**config.mk**
```make
export PLATFORM = sky130hd
export DESIGN_NAME = mult_issue_queue
export DESIGN_NICKNAME = d
export VERILOG_FILES = /design/src/rtl/mult_pkg.sv /design/src/rtl/mult_op_fifo.sv /design/src/rtl/mult_issue_queue.sv
export SDC_FILE = /design/constraint.sdc
export NUM_CORES = 1
export LEC_CHECK = 0
export ABC_CLOCK_PERIOD_IN_PS = 5700
export CORE_MARGIN = 10
export CORE_UTILIZATION = 43
export CTS_BUF_LIST = sky130_fd_sc_hd__clkbuf_8
export CTS_CLUSTER_DIAMETER = 100
export DETAILED_ROUTE_END_ITERATION = 6
export PLACE_DENSITY_LB_ADDON = 0.05
export SETUP_SLACK_MARGIN = 0.4
export SYNTH_ARGS = -nofsm -noshare
export SYNTH_HDL_FRONTEND = slang
export SYNTH_SLANG_ARGS = --single-unit
```
**constraint.sdc**
```tcl
create_clock -name clk -period 5.7 [get_ports clk]
set_input_delay 0.57 -clock clk [delete_from_list [all_inputs] [get_ports clk]]
set_output_delay 0.57 -clock clk [all_outputs]
set_load 0.01 [all_outputs]
```
**src/rtl/mult_pkg.sv**
```systemverilog
// Shared types and defaults for the sequential multiplier front-end and datapath.
package mult_pkg;

  localparam int XLEN_DEFAULT = 16;

  typedef enum logic [1:0] {
    IDLE  = 2'd0,
    ISSUE = 2'd1,
    WAIT  = 2'd2,
    HOLD  = 2'd3
  } issue_state_t;

endpackage

```
**src/rtl/mult_op_fifo.sv**
```systemverilog
// Operand FIFO: power-of-two depth, head visible combinationally so a pop can
// load the operand registers on the same edge.
module mult_op_fifo #(
  parameter int DEPTH = 4,
  parameter int WIDTH = 32
) (
  input  logic                       clk,
  input  logic                       reset,
  input  logic                       push,
  input  logic [WIDTH-1:0]           push_data,
  input  logic                       pop,
  output logic [WIDTH-1:0]           pop_data,
  output logic [$clog2(DEPTH+1)-1:0] count,
  output logic                       full,
  output logic                       empty
);

  localparam int PW = $clog2(DEPTH);
  localparam int CW = $clog2(DEPTH+1);

  logic [WIDTH-1:0] r_mem [DEPTH];
  logic [PW-1:0]    r_wr_ptr;
  logic [PW-1:0]    r_rd_ptr;
  logic [CW-1:0]    r_count;
  logic             w_do_push;
  logic             w_do_pop;

  assign full      = (r_count == CW'(DEPTH));
  assign empty     = (r_count == '0);
  assign w_do_push = push & ~full;
  assign w_do_pop  = pop & ~empty;
  assign pop_data  = r_mem[r_rd_ptr];
  assign count     = r_count;

  // Storage needs no reset: contents are unreachable once the pointers clear.
  always_ff @(posedge clk) begin
    if (w_do_push) r_mem[r_wr_ptr] <= push_data;
  end

  always_ff @(posedge clk or posedge reset) begin
    if (reset) begin
      r_wr_ptr <= '0;
      r_rd_ptr <= '0;
      r_count  <= '0;
    end else begin
      if (w_do_push) r_wr_ptr <= r_wr_ptr + PW'(1);
      if (w_do_pop)  r_rd_ptr <= r_rd_ptr + PW'(1);
      case ({w_do_push, w_do_pop})
        2'b10:   r_count <= r_count + CW'(1);
        2'b01:   r_count <= r_count - CW'(1);
        default: r_count <= r_count;
      endcase
    end
  end

endmodule

```
**src/rtl/mult_issue_queue.sv**
```systemverilog
// Buffers operand pairs, issues them one at a time to the sequential multiplier
// and hands each captured product downstream over valid/ready.
module mult_issue_queue
  import mult_pkg::*;
#(
  parameter int XLEN  = XLEN_DEFAULT,
  parameter int DEPTH = 4
) (
  input  logic                       clk,
  input  logic                       reset,
  input  logic                       in_valid,
  output logic                       in_ready,
  input  logic [XLEN-1:0]            in_a,
  input  logic [XLEN-1:0]            in_b,
  output logic                       mul_start,
  output logic [XLEN-1:0]            mul_a,
  output logic [XLEN-1:0]            mul_b,
  input  logic                       mul_done,
  input  logic [2*XLEN-1:0]          mul_product,
  output logic                       out_valid,
  input  logic                       out_ready,
  output logic [2*XLEN-1:0]          out_product,
  output logic                       busy,
  output logic [$clog2(DEPTH+1)-1:0] count
);

  issue_state_t      r_state;
  issue_state_t      w_state_next;
  logic [XLEN-1:0]   r_a;
  logic [XLEN-1:0]   r_b;
  logic [2*XLEN-1:0] r_product;
  logic [2*XLEN-1:0] w_head;
  logic              w_push;
  logic              w_pop;
  logic              w_full;
  logic              w_empty;

  mult_op_fifo #(
    .DEPTH (DEPTH),
    .WIDTH (2*XLEN)
  ) u_fifo (
    .clk       (clk),
    .reset     (reset),
    .push      (w_push),
    .push_data ({in_a, in_b}),
    .pop       (w_pop),
    .pop_data  (w_head),
    .count     (count),
    .full      (w_full),
    .empty     (w_empty)
  );

  // in_ready comes from the registered count only, so a same-cycle pop never frees a slot.
  assign in_ready = ~w_full;
  assign w_push   = in_valid & ~w_full;
  assign w_pop    = ~w_empty & ((r_state == IDLE) | ((r_state == HOLD) & out_ready));

  always_comb begin
    w_state_next = r_state;
    case (r_state)
      IDLE:    if (!w_empty) w_state_next = ISSUE;
      ISSUE:   w_state_next = WAIT;
      WAIT:    if (mul_done) w_state_next = HOLD;
      HOLD:    if (out_ready) w_state_next = w_empty ? IDLE : ISSUE;
      default: w_state_next = IDLE;
    endcase
  end

  always_ff @(posedge clk or posedge reset) begin
    if (reset) begin
      r_state   <= IDLE;
      r_a       <= '0;
      r_b       <= '0;
      r_product <= '0;
    end else begin
      r_state <= w_state_next;
      if (w_pop) {r_a, r_b} <= w_head;
      if ((r_state == WAIT) && mul_done) r_product <= mul_product;
    end
  end

  assign mul_start   = (r_state == ISSUE);
  assign mul_a       = r_a;
  assign mul_b       = r_b;
  assign out_valid   = (r_state == HOLD);
  assign out_product = r_product;
  assign busy        = (r_state != IDLE);

endmodule
```
==> results of run 1 <==
-- Yosys cell counts --
library cell	n
edfxtp_1	128
dfrtp_1	73
mux2_2	39
mux2_4	28
mux4_2	28
ha_1	10
inv_1	9
buf_6	7
buf_2	6
and3_1	4
mux4_1	4
xnor2_1	4
a21oi_1	3
nand2_1	3
nor2_1	2
xor2_1	2
a2bb2oi_1	1
and2_1	1
clkbuf_1	1
fa_1	1
nor2_2	1
nor3_2	1
o221ai_1	1
o22ai_1	1
or3_1	1
-- where the power goes --
| part | switching (mW) | internal, mW | total (mW) |
|---|---|---|---|
| Clock | 0.528 | 0.608 | 1.14 |
| Combinational | 0.797 | 1.23 | 2.02 |
| Sequential | 0.264 | 2.04 | 2.31 |
-- layer usage --
metal | global-route usage, % | wire length, um | vias up
met5 | 0 | 0 | -
met4 | 3.82 | 268 | 0
met3 | 5.38 | 1220 | 25
met2 | 20.9 | 7310 | 140
met1 | 16.4 | 6830 | 1954
li1 | - | - | 1738
-- critical path: cells and delay by family (launching register included) --
| family | cells | cell delay [ns] |
|---|---|---|
| flip-flops | 1 | 0.41 |
| AND/OR/NAND/NOR | 1 | 0.08 |
| AO/OA/AOI/OAI | 1 | 0.08 |
| multiplexers | 1 | 0.27 |
| adder cells (fa/ha/maj) | 3 | 0.99 |
| buffers and inverters | 2 | 0.74 |
-- worst paths after layout --
| path | from | endpoint | cells after the start |
|---|---|---|---|
| max | r_state[0] | u_fifo.count[1] | 8 |
| min | out_product[10] | out_product[10] | 1 |
| max reg2reg | r_state[0] | u_fifo.count[1] | 8 |
| min reg2reg | out_product[10] | out_product[10] | 1 |
| max in group asynchronous | reset | u_fifo.r_rd_ptr[0] | 3 |
| min in group asynchronous | reset | out_product[21] | 3 |
-- kinds of logic (layout without fill, tap and decap cells) --
family / after synthesis / count (layout)
flops: 201 / 201
mux: 99 / 99
buf+inv: 23 / 212
compound gates: 6 / 6
simple gates: 13 / 13
fa+ha+maj: 11 / 11
xor+xnor: 6 / 6
-- sequential cells by signal, summed over array words and instances, names as in the netlist --
name,cells
out_product,32
u_fifo.r_mem,128
u_fifo.r_wr_ptr,2
mul_a,16
mul_b,16
u_fifo.r_rd_ptr,2
r_state,2
u_fifo.count,3
-- layout make-up --
| class | instances | area, um2 | share of cell area, % |
|---|---|---|---|
| clock buffers | 38 | 523 | 5.26 |
| clock inverters | 22 | 86.3 | 0.869 |
| inverters | 9 | 35.0 | 0.353 |
| multi-input cells | 135 | 1910 | 19.3 |
| flip-flops and latches | 201 | 5670 | 57.1 |
| well taps | 225 | 282 | 2.83 |
| repair buffers | 143 | 1420 | 14.3 |
-- stage by stage --
stage / util [%] / worst slack, ns
4_1_cts: 56.8 / 2.96
3_5_place_dp: 53.4 / 2.68
5_1_grt: 56.8 / 2.82
3_3_place_gp: 53.4 / 2.76
2_1_floorplan: - / 3.28
6_report: 56.8 / 3.02
==> results.yml, run 1 <==
flow_run:
  cap_violations: 0
die:
  pin_count: 140
  start_util_pct: 44.2
  rows: 48
  core_area_mm2: 0.0175
  die_h_um: 154
  die_area_mm2: 0.0237
  die_x_um: 154
synth:
  synth_compound_area_share_pct: 0.502
  synth_top_family_by_area: "multiplexers"
  seq_area_frac_synth_pct: 73.4
  netlist.top_cell.by_area: "edfxtp_1"
  ys_seq_elements: 201
  synth_top_cell_area_share_pct: 49.8
  yosys.area_share.simple_pct: 0.940
  ys_warn_count: 0
  syn_area_mm2: 0.00772
  synthCells: 359
  synth.distinct_cells: 25
  synth_xor_area_share_pct: 0.681
  syn_avg_cell_area_um2: 21.5
  synthMuxAreaShare_pct: 20.7
  syn_nets: 439
  ys_top_cells_by_area: "edfxtp_1 50%, dfrtp_1 24%, mux4_2 8.2%, mux2_2 5.7%, mux2_4 5.4%"
  synth_fa_ha_area_share_pct: 1.88
clock_network:
  worstSkewPairLatency_ns: 0.49
  cts.clk_slew.worst_paths_ns: 0.05
  cts_made_buffers: 34
  cts_sinks: 201
  ctsHoldBuffers: 0
  cts-root-buf: "clkbuf_8"
  cts-htree-levels: 2
  post-cts-setup-buffers: 0
  cts_tree: "built"
  cts_buffer_depth: 3
  cts_resized: 0
setup_path:
  critPathLaunchType: "flop"
  r2r_slack_ns: 3.02
  crit_path_max_incr_delay_ns: 0.59
  path_class: "flop to flop"
  critPathSlowestCell: "buf_4"
  cp_max_fo: 35
  critical_path_arrival_ns: 3.06
  endpoint_kind: "flop"
  crit_top_cell: "ha_1"
  critical_path_required_ns: 6.08
  crit_chain: "inv_1, ha_1, a21oi_1, nor2_4, buf_4, ha_1, fa_1, mux2_2"
sta:
  slew_viol_final: 0
  worst_pin_slew_ns: 0.993
  min_period_over_period_pct: 47.1
  rsz0062_at_grt: "false"
  period_needed_ns: 2.68
  fin_skew_ns: 0.0137
  fmax_mhz: 373
  hold_slack_ns: 0.501
  hold_viol_final: 0
  setup_tns_ns: 0
  setup_viol: 0
  max-slew-margin-rel_pct: 33.8
detailed_routing:
  wl_per_cell_um: 20.2
  drt-vias-per-instance: 4.99
  routed_wl_um: 15600
  drc: 0
  vias: 3857
  drt_iter0_markers: 133
  antenna_left: 0
  first_pass_iters: 4
pwr:
  ir_drop_mv: 0.252
  p_leak_nw: 3.76
  power.density_mw_per_mm2: 550
  p_total_mw: 5.47
placed_design:
  gp_congestion: 0.724
  dp_hpwl_um: 9350
  placed_cells: 713
  io_buffers: 139
  dpl_cell_area_mm2: 0.00933
final_layout:
  area_growth_pct: 28.7
  final_cells: 773
  mostFrequentLayoutCells: "139 x clkdlybuf4s50_1, 128 x edfxtp_1, 71 x dfrtp_1"
  fin_area_mm2: 0.00993
  nFillCells: 1371
  layout.nets: 604
  final_common_cell: "clkdlybuf4s50_1"
  drive_gt1_share_pct: 27.2
  diodes: 0
grt:
  grt_use_total_pct: 13.2
  grt_first_pass_wirelength_um: 24900
  grt_overflow: 0
  antenna_found_initial: 0
  grt_max_degree: 74
  first_global_vias: 4437
status:
  status: "finished clean"
min_path:
  hold_class: "flop to flop"
(Power assumes the default switching activity.)
==> run 2: changes to the inputs <==
Settings changed: ABC_CLOCK_PERIOD_IN_PS 5700 to 2200.
Clock period 5.7 ns to 2.2 ns, I/O delays scaled along.
==> run 2 against run 1 <==
Power grew to 2.8 times the previous value. Worst hold slack lost 0.21 ns. Die area is the same. Combinational power grew to 3.0 times the previous value. Critical path type unchanged. Highest routed layer unchanged.
==> results.yml, run 2 (synthesis gave the netlist of run 1 again) <==
detailed_routing:
  drt_iter0_markers: 169
  vias: 3948
  first_pass_iters: 4
  routed_wl_um: 15900
  antenna_left: 0
  drc: 0
  wl_per_cell_um: 20.1
  drt-vias-per-instance: 4.98
grt:
  grt_overflow: 0
  grt_max_degree: 38
  grt_use_total_pct: 12.9
  first_global_vias: 4315
  antenna_found_initial: 0
  grt_first_pass_wirelength_um: 24500
sta:
  setup_viol: 0
  setup_tns_ns: 0
  max-slew-margin-rel_pct: 64.6
  period_needed_ns: 1.83
  hold_slack_ns: 0.291
  min_period_over_period_pct: 83.2
  slew_viol_final: 0
  rsz0062_at_grt: "true"
  finalWorstSetupSlack_ns: 0.371
  fmax_mhz: 547
  hold_viol_final: 0
  worst_pin_slew_ns: 0.531
  fin_skew_ns: 0.0373
final_layout:
  final_common_cell: "clkdlybuf4s50_1"
  nFillCells: 1328
  area_growth_pct: 34.5
  drive_gt1_share_pct: 33.8
  layout.nets: 624
  fin_area_mm2: 0.0104
  mostFrequentLayoutCells: "134 x clkdlybuf4s50_1, 128 x edfxtp_1, 68 x dfrtp_1"
  multi_input_area_mm2: 0.00198
  largest_reg_flops: 128
  diodes: 0
  ff_latch_area_mm2: 0.00568
  largest-register: "u_fifo.r_mem"
die:
  rows: 48
  pin_count: 140
  core_area_mm2: 0.0175
  die_area_mm2: 0.0237
  start_util_pct: 44.2
  die_h_um: 154
  die_x_um: 154
clock_network:
  cts_tree: "built"
  cts-htree-levels: 1
  cts_buffer_depth: 3
  cts_sinks: 201
  cts_made_buffers: 31
  cts-root-buf: "clkbuf_8"
  cts.clk_slew.worst_paths_ns: 0.06
  worstSkewPairLatency_ns: 0.55
setup_path:
  cp_top_family: "adder cells"
  crit_top_cell: "ha_4"
  path_buf_inv: 1
  endpoint_kind: "flop"
  r2r_start: "r_state[0]"
  critical_path_arrival_ns: 2.27
  crit_path_max_incr_delay_ns: 0.41
  crit_chain: "inv_4, ha_4, a21oi_4, nor2_4, ha_4, fa_2, xnor2_1, nor2_1, xor2_1"
  path_class: "flop to flop"
  critical_path_required_ns: 2.64
  critPathLaunchType: "flop"
  critPathSlowestCell: "dfrtp_2"
  critPathLaunch: "r_state[0]"
  cp_max_fo: 5
pwr:
  power.density_mw_per_mm2: 1460
  p_total_mw: 15.2
  ir_drop_mv: 0.745
  p_leak_nw: 3.93
placed_design:
  gp_congestion: 0.783
  dp_worst_setup_slack_ns: 0.147
  dpl_cell_area_mm2: 0.00952
  io_buffers: 139
  dp_hpwl_um: 9640
min_path:
  hold_class: "input port to flop"
  holdCritStartpoint: "mul_product[9]"
flow_run:
  cap_violations: 0
status:
  status: "finished clean"
-- run 2: changes by cell type in the layout (fill, tap and decap cells not counted), sizes merged --
cell | previous run | this run
clkbuf | 38 | 41
clkinv | 5 | 6
clkdlybuf4s15 | 0 | 1
clkinvlp | 0 | 1
clkdlybuf4s50 | 139 | 134
dlygate4sd3 | 0 | 1
dlygate4sd2 | 0 | 3
buf | 4 | 25
inv | 26 | 17
bufinv | 0 | 3
-- run 2: area by class of cell --
cell class | instances | share of cell area [%]
Timing Repair Buffer | 166 | 16.4
Multi-Input combinational cell | 135 | 19.1
Tap cell | 225 | 2.71
Clock buffer | 39 | 5.17
Inverter | 9 | 0.434
Sequential cell | 201 | 54.7
Clock inverter | 18 | 1.47
-- run 2: what timing repair did --
item                       in CTS  in global routing
hold endpoints to repair        1                  0
gates cloned                    0                  1
hold buffers                    1                  0
setup endpoints to repair       8                 18
gates resized for setup        11                 14
pin swaps                       0                  7
buffers inserted                5                  7
-- run 2: through the flow --
step | util [%] | instances
after detailed placement | 54.5 | 722
after global routing | 59.4 | 793
after floorplan | - | 359
after CTS | 58.8 | 785
after global placement | 54.5 | 722
final | 59.4 | 793
-- run 2: worst paths after layout --
path	to	slack, ns	cells after the start
max	u_fifo.count[2]	0.37	9
min	out_product[9]	0.29	2
max reg2reg	u_fifo.count[2]	0.37	9
min reg2reg	out_product[30]	0.51	1
max in group asynchronous	u_fifo.r_rd_ptr[0]	0.96	4
min in group asynchronous	out_product[21]	0.51	3
-- run 2: layer usage --
layer | track usage (%) | vias up | wire length, um
li1 | - | 1774 | -
met3 | 4.04 | 25 | 1110
met1 | 15.8 | 2005 | 6720
met4 | 3.73 | 0 | 276
met2 | 21.4 | 144 | 7840
met5 | 0 | - | 0
-- run 2: power breakdown --
| part | total (mW) | leakage (nW) | switching, mW | internal [mW] |
|---|---|---|---|---|
| registers | 5.87 | 2.03 | 0.578 | 5.30 |
| logic | 6.02 | 1.51 | 2.38 | 3.64 |
| clock network | 3.30 | 0.392 | 1.36 | 1.94 |
| total | 15.2 | 3.93 | 4.32 | 10.9 |
